$ cat config.mk
export PLATFORM = sky130hd
export DESIGN_NAME = digit_scanner
export DESIGN_NICKNAME = d
export VERILOG_FILES = /design/src/rtl/digit_scanner_pkg.sv /design/src/rtl/digit_scanner_scan_timer.sv /design/src/rtl/digit_scanner.sv
export SDC_FILE = /design/constraint.sdc
export NUM_CORES = 1
export LEC_CHECK = 0
export CORE_MARGIN = 4
export CORE_UTILIZATION = 23
export CTS_BUF_LIST = sky130_fd_sc_hd__clkbuf_16
export DETAILED_ROUTE_END_ITERATION = 6
export PLACE_DENSITY = 0.48
export SLEW_MARGIN = 10
export SYNTH_ARGS = -nofsm -noshare
export SYNTH_HDL_FRONTEND = slang
export SYNTH_SLANG_ARGS = --single-unit
$ cat constraint.sdc
create_clock -name clk -period 2.4 [get_ports clk]
set_input_delay 0.48 -clock clk [delete_from_list [all_inputs] [get_ports clk]]
set_output_delay 0.48 -clock clk [all_outputs]
set_load 0.02 [all_outputs]
$ cat src/rtl/digit_scanner_pkg.sv
// digit_scanner_pkg
//   Shared definitions for the multiplexed 4-digit display scanner:
//   the BLANK/SHOW scan state, the all-anodes-off pattern, default timing
//   values and a helper that builds the one-hot-low anode pattern.
//   Optional build macro used by the scanner: DIGIT_SCANNER_LZB_EN.
package digit_scanner_pkg;

  typedef enum logic [0:0] {
    ST_BLANK = 1'b0,
    ST_SHOW  = 1'b1
  } scan_state_e;

  localparam logic [3:0] ANODES_OFF       = 4'hF;
  localparam int         DEF_PRESCALE     = 50000;
  localparam int         DEF_BLANK_CYCLES = 1000;

  // Active-low drive for a single digit: bit sel low, all others high.
  function automatic logic [3:0] anode_onehot_low(input logic [1:0] sel);
    return ~(4'b0001 << sel);
  endfunction

endpackage

$ cat src/rtl/digit_scanner_scan_timer.sv
// scan_timer
//   Per-slot cycle counter for the display scanner. Counts 0..PRESCALE-1
//   and wraps; flags the last cycle of the slot and the last blank cycle.
// Ports:
//   clk        in   clock, rising edge
//   rst        in   synchronous active-high reset (count back to 0)
//   slot_end   out  high while count == PRESCALE-1 (next edge starts a slot)
//   blank_done out  high while count == BLANK_CYCLES-1 (next edge enters SHOW)
module scan_timer
  import digit_scanner_pkg::*;
#(
  parameter int PRESCALE     = DEF_PRESCALE,
  parameter int BLANK_CYCLES = DEF_BLANK_CYCLES
) (
  input  logic clk,
  input  logic rst,
  output logic slot_end,
  output logic blank_done
);

  localparam int CNT_W = (PRESCALE > 1) ? $clog2(PRESCALE) : 1;
  localparam logic [CNT_W-1:0] CNT_LAST   = CNT_W'(PRESCALE - 1);
  localparam logic [CNT_W-1:0] BLANK_LAST = CNT_W'(BLANK_CYCLES - 1);

  if (BLANK_CYCLES < 1 || BLANK_CYCLES >= PRESCALE) begin : g_bad_cfg
    $error("scan_timer: BLANK_CYCLES must lie in 1..PRESCALE-1");
  end

  logic [CNT_W-1:0] count_q, count_d;

  assign slot_end   = (count_q == CNT_LAST);
  assign blank_done = (count_q == BLANK_LAST);

  always_comb begin
    count_d = slot_end ? '0 : count_q + CNT_W'(1);
  end

  always_ff @(posedge clk) begin
    if (rst) begin
      count_q <= '0;
    end else begin
      count_q <= count_d;
    end
  end

endmodule

$ cat src/rtl/digit_scanner.sv
// digit_scanner
//   Time-multiplexes four hex digits onto a common-anode display. Each digit
//   owns a slot of PRESCALE cycles; the first BLANK_CYCLES cycles of every
//   slot keep all anodes off to hide segment switching (ghosting). New
//   display data is staged in a pending register and only becomes active on
//   the frame wrap (digit 3 -> digit 0), so a frame never mixes two values.
//   Optional: define DIGIT_SCANNER_LZB_EN for leading-zero blanking.
// Ports:
//   clk         in   clock, rising edge
//   rst         in   synchronous active-high reset
//   value[15:0] in   four nibbles, digit i = value[4i+3:4i]
//   value_load  in   one-cycle strobe to take value and dots_in
//   dots_in[3:0]in   decimal points, one per digit
//   digit_en[3:0]in  live per-digit enable mask
//   dig_sel[1:0]out  digit currently scanned
//   nibble[3:0] out  active nibble of dig_sel (to hex decoder)
//   dots[3:0]   out  active decimal-point word
//   anodes[3:0] out  active-low digit drives
//   frame_tick  out  one-cycle pulse in the first cycle after a frame wrap
module digit_scanner
  import digit_scanner_pkg::*;
#(
  parameter int PRESCALE     = DEF_PRESCALE,
  parameter int BLANK_CYCLES = DEF_BLANK_CYCLES
) (
  input  logic        clk,
  input  logic        rst,
  input  logic [15:0] value,
  input  logic        value_load,
  input  logic [3:0]  dots_in,
  input  logic [3:0]  digit_en,
  output logic [1:0]  dig_sel,
  output logic [3:0]  nibble,
  output logic [3:0]  dots,
  output logic [3:0]  anodes,
  output logic        frame_tick
);

  logic slot_end;
  logic blank_done;

  scan_timer #(
    .PRESCALE    (PRESCALE),
    .BLANK_CYCLES(BLANK_CYCLES)
  ) u_scan_timer (
    .clk       (clk),
    .rst       (rst),
    .slot_end  (slot_end),
    .blank_done(blank_done)
  );

  scan_state_e state_q, state_d;
  logic [1:0]  dig_sel_q, dig_sel_d;
  logic [3:0]  nibble_q, nibble_d;
  logic [15:0] act_val_q, act_val_d;
  logic [3:0]  act_dots_q, act_dots_d;
  logic [15:0] pend_val_q, pend_val_d;
  logic [3:0]  pend_dots_q, pend_dots_d;
  logic        pend_vld_q, pend_vld_d;
  logic        frame_tick_q, frame_tick_d;
  logic        wrap;
  logic        lit;

  // Frame wrap: last cycle of the digit-3 slot.
  assign wrap = slot_end && (dig_sel_q == 2'd3);

  always_comb begin
    state_d = state_q;
    if (slot_end) begin
      state_d = ST_BLANK;
    end else if (blank_done) begin
      state_d = ST_SHOW;
    end

    dig_sel_d = slot_end ? dig_sel_q + 2'd1 : dig_sel_q;

    act_val_d   = act_val_q;
    act_dots_d  = act_dots_q;
    pend_val_d  = pend_val_q;
    pend_dots_d = pend_dots_q;
    pend_vld_d  = pend_vld_q;

    if (wrap) begin
      // A load on the wrap edge itself goes straight to active; it is newer
      // than anything sitting in pending.
      if (value_load) begin
        act_val_d  = value;
        act_dots_d = dots_in;
      end else if (pend_vld_q) begin
        act_val_d  = pend_val_q;
        act_dots_d = pend_dots_q;
      end
      pend_vld_d = 1'b0;
    end else if (value_load) begin
      pend_val_d  = value;
      pend_dots_d = dots_in;
      pend_vld_d  = 1'b1;
    end

    // Look ahead through the next-state values so the nibble lands on the
    // same edge as dig_sel, including the edge where active is replaced.
    nibble_d     = act_val_d[{dig_sel_d, 2'b00} +: 4];
    frame_tick_d = wrap;
  end

  always_comb begin
    lit = (state_q == ST_SHOW) && digit_en[dig_sel_q];
`ifdef DIGIT_SCANNER_LZB_EN
    // A digit is a leading zero when it and every higher nibble are zero;
    // a set decimal point keeps it visible. Digit 0 always shows.
    unique case (dig_sel_q)
      2'd3:    lit = lit && !((act_val_q[15:12] == 4'h0)  && !act_dots_q[3]);
      2'd2:    lit = lit && !((act_val_q[15:8]  == 8'h00) && !act_dots_q[2]);
      2'd1:    lit = lit && !((act_val_q[15:4]  == 12'h000) && !act_dots_q[1]);
      default: lit = lit;
    endcase
`endif
  end

  always_ff @(posedge clk) begin
    if (rst) begin
      state_q      <= ST_BLANK;
      dig_sel_q    <= 2'd0;
      nibble_q     <= 4'h0;
      act_val_q    <= 16'h0000;
      act_dots_q   <= 4'h0;
      pend_val_q   <= 16'h0000;
      pend_dots_q  <= 4'h0;
      pend_vld_q   <= 1'b0;
      frame_tick_q <= 1'b0;
    end else begin
      state_q      <= state_d;
      dig_sel_q    <= dig_sel_d;
      nibble_q     <= nibble_d;
      act_val_q    <= act_val_d;
      act_dots_q   <= act_dots_d;
      pend_val_q   <= pend_val_d;
      pend_dots_q  <= pend_dots_d;
      pend_vld_q   <= pend_vld_d;
      frame_tick_q <= frame_tick_d;
    end
  end

  assign dig_sel    = dig_sel_q;
  assign nibble     = nibble_q;
  assign dots       = act_dots_q;
  assign anodes     = lit ? anode_onehot_low(dig_sel_q) : ANODES_OFF;
  assign frame_tick = frame_tick_q;

endmodule

==> summary.md, run 1 <==
| Metric | Value |
|---|---|
| Vias post-DR | 2603 |
| First-pass GRT wire length | 12.6 mm |
| Source-to-sink clock delay at the later pin of the worst-skew pair | 0.33 ns |
| Nets | 439 |
| Largest stage delay, worst path | 0.62 ns |
| Routed WL | 7.91 mm |
| Core region area | 0.0123 mm^2 |
| Post-CTS Hold Buffers | 0 |
| Clk sinks | 65 |
| Largest net degree at the start of global routing | 44 |
| Non-filler cells, final | 579 |
| Dpl cells | 560 |
| RePlAce Congestion | between 0.7 and 0.8 |
| Post-synth top area share | 44.4% |
| Cell area after layout | 0.00396 mm^2 |
| Worst-path clk slew | 0.05 ns |
| # H-tree levels | 3 |
| Mean Syn Cell Area | 8.33 um^2 |
| Largest area contributor in the netlist | dfxtp_1 |
| CP Cell Sequence | ha_1, or4b_4, or4_4, nand2_1, nand3_1, mux2_2, a22o_1 |
| Setup ws final | 0.0153 ns |
| Drt initial violations | between 200 and 250 |
| Worst Path Max Fanout | 5 |
| Residual DRC count | 0 |
| Delay-heaviest family, CP | simple AND/OR/NAND/NOR gates |
| Worst Path Buf+Inv | 0 |
| Synth unique cells | 41 |
| Area Growth Syn to Fin | 35.0% |
| Critical Path End Type | flop |
| CP Class | reg -> reg |
| Final Hold Fails | 0 |
| Final HPWL DP | between 5 and 6 mm |
| Top cells by area, synth | dfxtp_1 (44%), nand2_1 (8.8%), nand3_1 (5.8%) |
| Final setup vio count | 0 |
| Fmax | 0.419 GHz |
| Die Area | 0.0146 mm^2 |
| Die Wd | 121 um |
| Worst Max-Slew Pin Slew | between 0.6 and 0.7 ns |
| Die Y | roughly 120 um |
| Mapped Nets | 384 |
| Max Cap Viol | 0 |
| Seq/Total Area, Yosys | roughly 44% |
| Standard-cell rows | 40 |
| Placed instance area | 0.00363 mm^2 |
| Synthesized cell area | approximately 0.0029 mm^2 |
| Tot GR Track Use | 10.9% |
| Headroom to the max-slew limit | 56.6% |
| Hold WC Path Type | reg -> reg |
| Gr ovfl total | 0 |
| Seq cells post-synth | 65 |
| Share of layout cells above drive strength 1 | 14.6% |
| Fill cells | 1314 |
| Worst path slowest cell | or4_4 |
| Leak | 0.00153 uW |
| Max Slew Vio Count | 0 |
| Root Driver | clkbuf_16 |
| Critical path launch point type | flop |
| Avg WL per Cell | 13.7 um |
| CTS tree | yes |
| Num CTS Buffers | 9 |
| Vias in the first global route | 2502 |
| Number of antenna cells inserted | 0 |
| Min cycle time layout | 2.38 ns |
| I/O Buffers | 41 |
| VDD IR-drop max | 0.000323 V |
| Outcome | complete, no violations |
| Initial core utilization | 23.9% |
| Drt pass-1 iters | 4 |
| Initial antenna violation count | 0 |
| Final ANT Viol Nets | 0 |
| Final Skew | between 0.004 and 0.005 ns |
| PwrDens | 633 mW/mm^2 |
| Yosys warns | 0 |
| CP arrival | 2.60 ns |
| Place WS | -0.294 ns |
| WP data required | around 2.6 ns |
| Mapped Cells | 352 |
| Period utilisation layout | 99.4% |
| TNS Setup | 0 ns |
| RSZ-0062 raised after global routing | yes |
| Io pins | 42 |
| Via density | 4.50 |
| Clock Path Buffers | 2 |
[cell usage after synthesis]
master,instances
nand2_1,69
dfxtp_1,65
nand3_1,34
nor2_1,33
a21oi_1,28
nor2b_1,18
clkbuf_1,14
and3_1,9
nand4_1,8
xnor2_1,8
xor2_1,7
ha_1,5
mux2i_1,5
a32oi_1,4
a211o_1,3
a221oi_1,3
a22oi_1,3
a32o_1,3
buf_2,3
inv_1,3
and2_1,2
buf_1,2
buf_4,2
mux2_2,2
nand4b_1,2
nor3_1,2
a22o_1,1
buf_6,1
buf_8,1
mux4_2,1
nand2_2,1
nand4_2,1
nand4bb_1,1
nor3b_1,1
nor4_2,1
nor4_4,1
o21ai_1,1
or2_2,1
or3_1,1
or4_4,1
or4b_4,1
[state kept, by name, indices dropped and copies added (netlist names)]
signal                cells
nibble                    4
dig_sel                   2
u_scan_timer.count_q     16
state_q                   1
dots                      4
act_val_q                16
pend_dots_q               4
pend_val_q               16
pend_vld_q                1
frame_tick                1
[worst reg2reg max path, stage by stage, from the launching register on]
cell	delay, ns
dfxtp_2	0.33
ha_1	0.16
or4b_4	0.51
or4_4	0.62
nand2_1	0.10
nand3_1	0.08
mux2_2	0.27
a22o_1	0.22
[worst paths after layout]
path | end | start | depth (start not counted) | slack [ns]
worst min register to register | u_scan_timer.count_q[0] | u_scan_timer.count_q[0] | 1 | 0.44
worst min-delay path | u_scan_timer.count_q[0] | u_scan_timer.count_q[0] | 1 | 0.44
worst max-delay path | nibble[2] | dig_sel[0] | 7 | 0.02
worst max register to register | nibble[2] | dig_sel[0] | 7 | 0.02
[repair_timing]
item,in CTS,in global routing
endpoints found under the setup margin,5,8
setup buffers,0,2
resized for setup,9,12
pin swaps,0,5
cloned,0,2
[power breakdown]
part           internal (uW)  switching [uW]
Combinational           77.4            82.0
Clock                    782             450
Sequential              1100            11.8
Total                   1960             544
[layout make-up]
cell class	count	area, um^2	share of cell area, %
Tap cell	168	210	5.31
Timing Repair Buffer	65	596	15.0
Clock inverter	6	51.3	1.30
Clock buffer	9	225	5.69
Inverter	3	11.3	0.284
Sequential cell	65	1300	32.9
Multi-Input combinational cell	263	1560	39.5
[per-layer routing]
metal  share of wire [%]  wire [um]  track usage (%)  vias up
met2                  45       3550             17.4       67
met5                   0          0                0        -
met1                  47       3690             13.4     1202
met4                0.96         76             2.97        0
met3                 7.4        583             4.66        9
li1                    -          -                -     1325
[cell usage in the layout, fill, tap and decap left out, drive strengths merged, types with 2 or more instances in the layout]
cell | Yosys | final
a32oi | 4 | 4
and2 | 2 | 2
nand2 | 70 | 70
nand4 | 9 | 9
a32o | 3 | 3
clkinv | 0 | 4
nor2 | 33 | 33
mux2i | 5 | 5
clkdlybuf4s50 | 0 | 37
xor2 | 7 | 7
nand4b | 2 | 2
mux2 | 2 | 2
inv | 3 | 4
nor4 | 2 | 2
nand3 | 34 | 34
or4 | 1 | 3
a21oi | 28 | 28
clkbuf | 14 | 13
a221oi | 3 | 3
buf | 9 | 24
nor2b | 18 | 18
a22oi | 3 | 3
dfxtp | 65 | 65
ha | 5 | 5
a211o | 3 | 3
nor3 | 2 | 2
and3 | 9 | 9
xnor2 | 8 | 8
[through the flow]
stage	util (%)	total power [uW]	hold slack [ns]
6_report	32.3	2510	0.438
5_1_grt	32.3	2630	0.463
4_1_cts	31.9	2550	0.441
3_5_place_dp	29.6	1300	0.433
3_3_place_gp	29.6	1300	0.426
2_1_floorplan	-	1210	0.413
[cells by family after synthesis]
group | count (synthesis) | synth area share, %
AO/OA/AOI/OAI | 46 | 10.0
XOR/XNOR | 15 | 4.48
adder cells (fa/ha/maj) | 5 | 2.13
buffers and inverters | 26 | 4.35
flip-flops | 65 | 44.4
multiplexers | 8 | 3.24
AND/OR/NAND/NOR | 187 | 31.4
Note: power is estimated with default switching activity, not from simulation.
==> run 2: changes to the inputs <==
Settings changed: PLACE_DENSITY 0.48 to 0.49.
==> summary.md, run 2 (synthesized netlist as in run 1, its figures left out) <==
| Metric | Value |
|---|---|
| Drt pass-1 iters | 4 (unchanged) |
| Initial antenna violation count | 0 (unchanged) |
| # H-tree levels | 3 (unchanged) |
| Delay-heaviest family, CP | simple AND/OR/NAND/NOR gates (unchanged) |
| R2r startpoint | dig_sel[1] (was dig_sel[0]) |
| Worst-path clk slew | 0.06 ns (was 0.05 ns) |
| VDD IR-drop max | 0.000330 V (was 0.000323 V) |
| Final Hold Fails | 0 (unchanged) |
| Die Y | 121 um (unchanged) |
| Avg WL per Cell | 13.5 um (was 13.7 um) |
| RSZ-0062 raised after global routing | no (was yes) |
| CTS tree | yes (unchanged) |
| Drt initial violations | 167 (was 229) |
| CP arrival | 2.52 ns (was 2.60 ns) |
| Root Driver | clkbuf_16 (unchanged) |
| Worst Max-Slew Pin Slew | 0.803 ns (was 0.649 ns) |
| Io pins | 42 (unchanged) |
| Share of layout cells above drive strength 1 | 14.3% (was 14.6%) |
| Die Wd | 121 um (unchanged) |
| CP Cell Sequence | ha_1, or4b_4, or4_4, a211o_1, a221oi_1, a21oi_1 (was ha_1, or4b_4, or4_4, nand2_1, nand3_1, mux2_2, a22o_1) |
| R2r endpoint | nibble[3] (was nibble[2]) |
| Vias post-DR | 2603 (unchanged) |
| Headroom to the max-slew limit | 46.3% (was 56.6%) |
| Core region area | 0.0123 mm^2 (unchanged) |
| Residual DRC count | 0 (unchanged) |
| Final Skew | 0.00547 ns (was 0.00483 ns) |
| Number of antenna cells inserted | 0 (unchanged) |
| Period utilisation layout | 96.6% (was 99.4%) |
| WP data required | 2.61 ns (was 2.62 ns) |
| Most frequent cells in the layout | nand2_1 (69), dfxtp_1 (63), clkdlybuf4s50_1 (37) (was nand2_1 (68), dfxtp_1 (63), clkdlybuf4s50_1 (37)) |
| PwrDens | 695 mW/mm^2 (was 633 mW/mm^2) |
| Largest net degree at the start of global routing | 43 (was 44) |
| Critical Path End Type | flop (unchanged) |
| Dpl cells | 558 (was 560) |
| Routed WL | 7.85 mm (was 7.91 mm) |
| WP depth | 6 (was 7) |
| Critical path launch point type | flop (unchanged) |
| Nets | 439 (unchanged) |
| Outcome | complete, no violations (unchanged) |
| Non-filler cells, final | 580 (was 579) |
| Final core utilization | 32.7% (was 32.3%) |
| Min cycle time layout | 2.32 ns (was 2.38 ns) |
| Area Growth Syn to Fin | 36.6% (was 35.0%) |
| Vias in the first global route | 2595 (was 2502) |
| CP Class | reg -> reg (unchanged) |
| Worst Path Buf+Inv | 0 (unchanged) |
| Hold WC Path Type | reg -> reg (unchanged) |
| Clk sinks | 65 (unchanged) |
| Die Area | 0.0146 mm^2 (unchanged) |
| Max Cap Viol | 0 (unchanged) |
| Largest regs | act_val_q x16, pend_val_q x16, u_scan_timer.count_q x16 (unchanged) |
| R2r setup slk | 0.08 ns (was 0.02 ns) |
| Final setup vio count | 0 (unchanged) |
| Via density | 4.49 (was 4.50) |
| Source-to-sink clock delay at the later pin of the worst-skew pair | 0.33 ns (about the same) |
| RePlAce Congestion | 0.739 (was 0.746) |
| I/O Buffers | 41 (unchanged) |
| Worst path slowest cell | or4b_4 (was or4_4) |
| Num CTS Buffers | 9 (unchanged) |
| Commonest non-fill, non-tap cell in the layout | nand2_1 (unchanged) |
| Gr ovfl total | 0 (unchanged) |
| Worst Setup EP | nibble[3] (was nibble[2]) |
| Initial core utilization | 23.9% (unchanged) |
| Max Slew Vio Count | 0 (unchanged) |
| Fmax | 0.431 GHz (was 0.419 GHz) |
| Tot GR Track Use | 11.0% (was 10.9%) |
| Worst setup path startpoint | dig_sel[1] (was dig_sel[0]) |
| Standard-cell rows | 40 (unchanged) |
| Leak | 0.00154 uW (was 0.00153 uW) |
| Worst Path Max Fanout | 5 (unchanged) |
| Final ANT Viol Nets | 0 (unchanged) |
| Clock Path Buffers | 2 (unchanged) |
| First-pass GRT wire length | 12.9 mm (was 12.6 mm) |
| Final HPWL DP | 5.00 mm (was 5.05 mm) |
| Worst Reg-to-Reg Cells | 6 (was 7) |
| Largest stage delay, worst path | 0.51 ns (was 0.62 ns) |
-- run 2: worst min-delay path by stage --
| stage | from | end | cells after the start |
|---|---|---|---|
| CTS | u_scan_timer.count_q[0] | u_scan_timer.count_q[0] | 1 |
| global placement | u_scan_timer.count_q[0] | u_scan_timer.count_q[0] | 1 |
| global route | pend_val_q[4] | pend_val_q[4] | 2 |
| floorplan | u_scan_timer.count_q[0] | u_scan_timer.count_q[0] | 1 |
| detailed placement | u_scan_timer.count_q[0] | u_scan_timer.count_q[0] | 1 |
| finish | u_scan_timer.count_q[0] | u_scan_timer.count_q[0] | 1 |
-- run 2: final cells by class --
cell class / instances / area (um^2)
Fill cell: 1287 / 8260
Clock buffer: 9 / 225
Clock inverter: 7 / 118
Timing Repair Buffer: 65 / 596
Multi-Input combinational cell: 263 / 1540
Tap cell: 168 / 210
Inverter: 3 / 11.3
Sequential cell: 65 / 1300
-- run 2: repair_timing --
item	CTS	global route
hold buffers	0	0
resized for setup	11	8
endpoints found under the setup margin	6	8
pin swaps	1	1
cloned	0	2
buffers inserted	0	4
-- run 2: report_power, final --
group,switching [uW],total (uW),internal (uW)
clock,498,1510,1010
combinational,81.4,157,76.0
sequential,11.8,1120,1100
-- run 2: worst reg2reg max path: cells and delay by family (launching register included) --
kind,cells,cell delay (ns)
and+or+nand+nor,2,1.01
AOI/OAI and AO/OA,3,0.71
adders and majority gates,1,0.16
DFF,1,0.33
-- run 2: stage by stage --
step / hold WS (ns) / cell area (um^2) / TNS (ns) / worst slack [ns] / power, uW
6_report: 0.446 / 4010 / 0 / 0.0815 / 2780
5_1_grt: 0.476 / 4010 / 0 / 0.0204 / 2890
4_1_cts: 0.441 / 3960 / 0 / 0.00313 / 2820
3_5_place_dp: 0.433 / 3610 / -1.18 / -0.307 / 1300
3_3_place_gp: 0.428 / 3610 / -1.09 / -0.274 / 1300
2_1_floorplan: 0.413 / 2940 / 0 / 0.0199 / 1210
-- run 2: per-layer routing --
metal	vias up	share of wire, %	global-route usage [%]
met5	-	0	0
met4	0	1.2	2.97
met3	7	5.2	3.82
met2	54	44	17.3
met1	1219	49	14.3
li1	1323	-	-
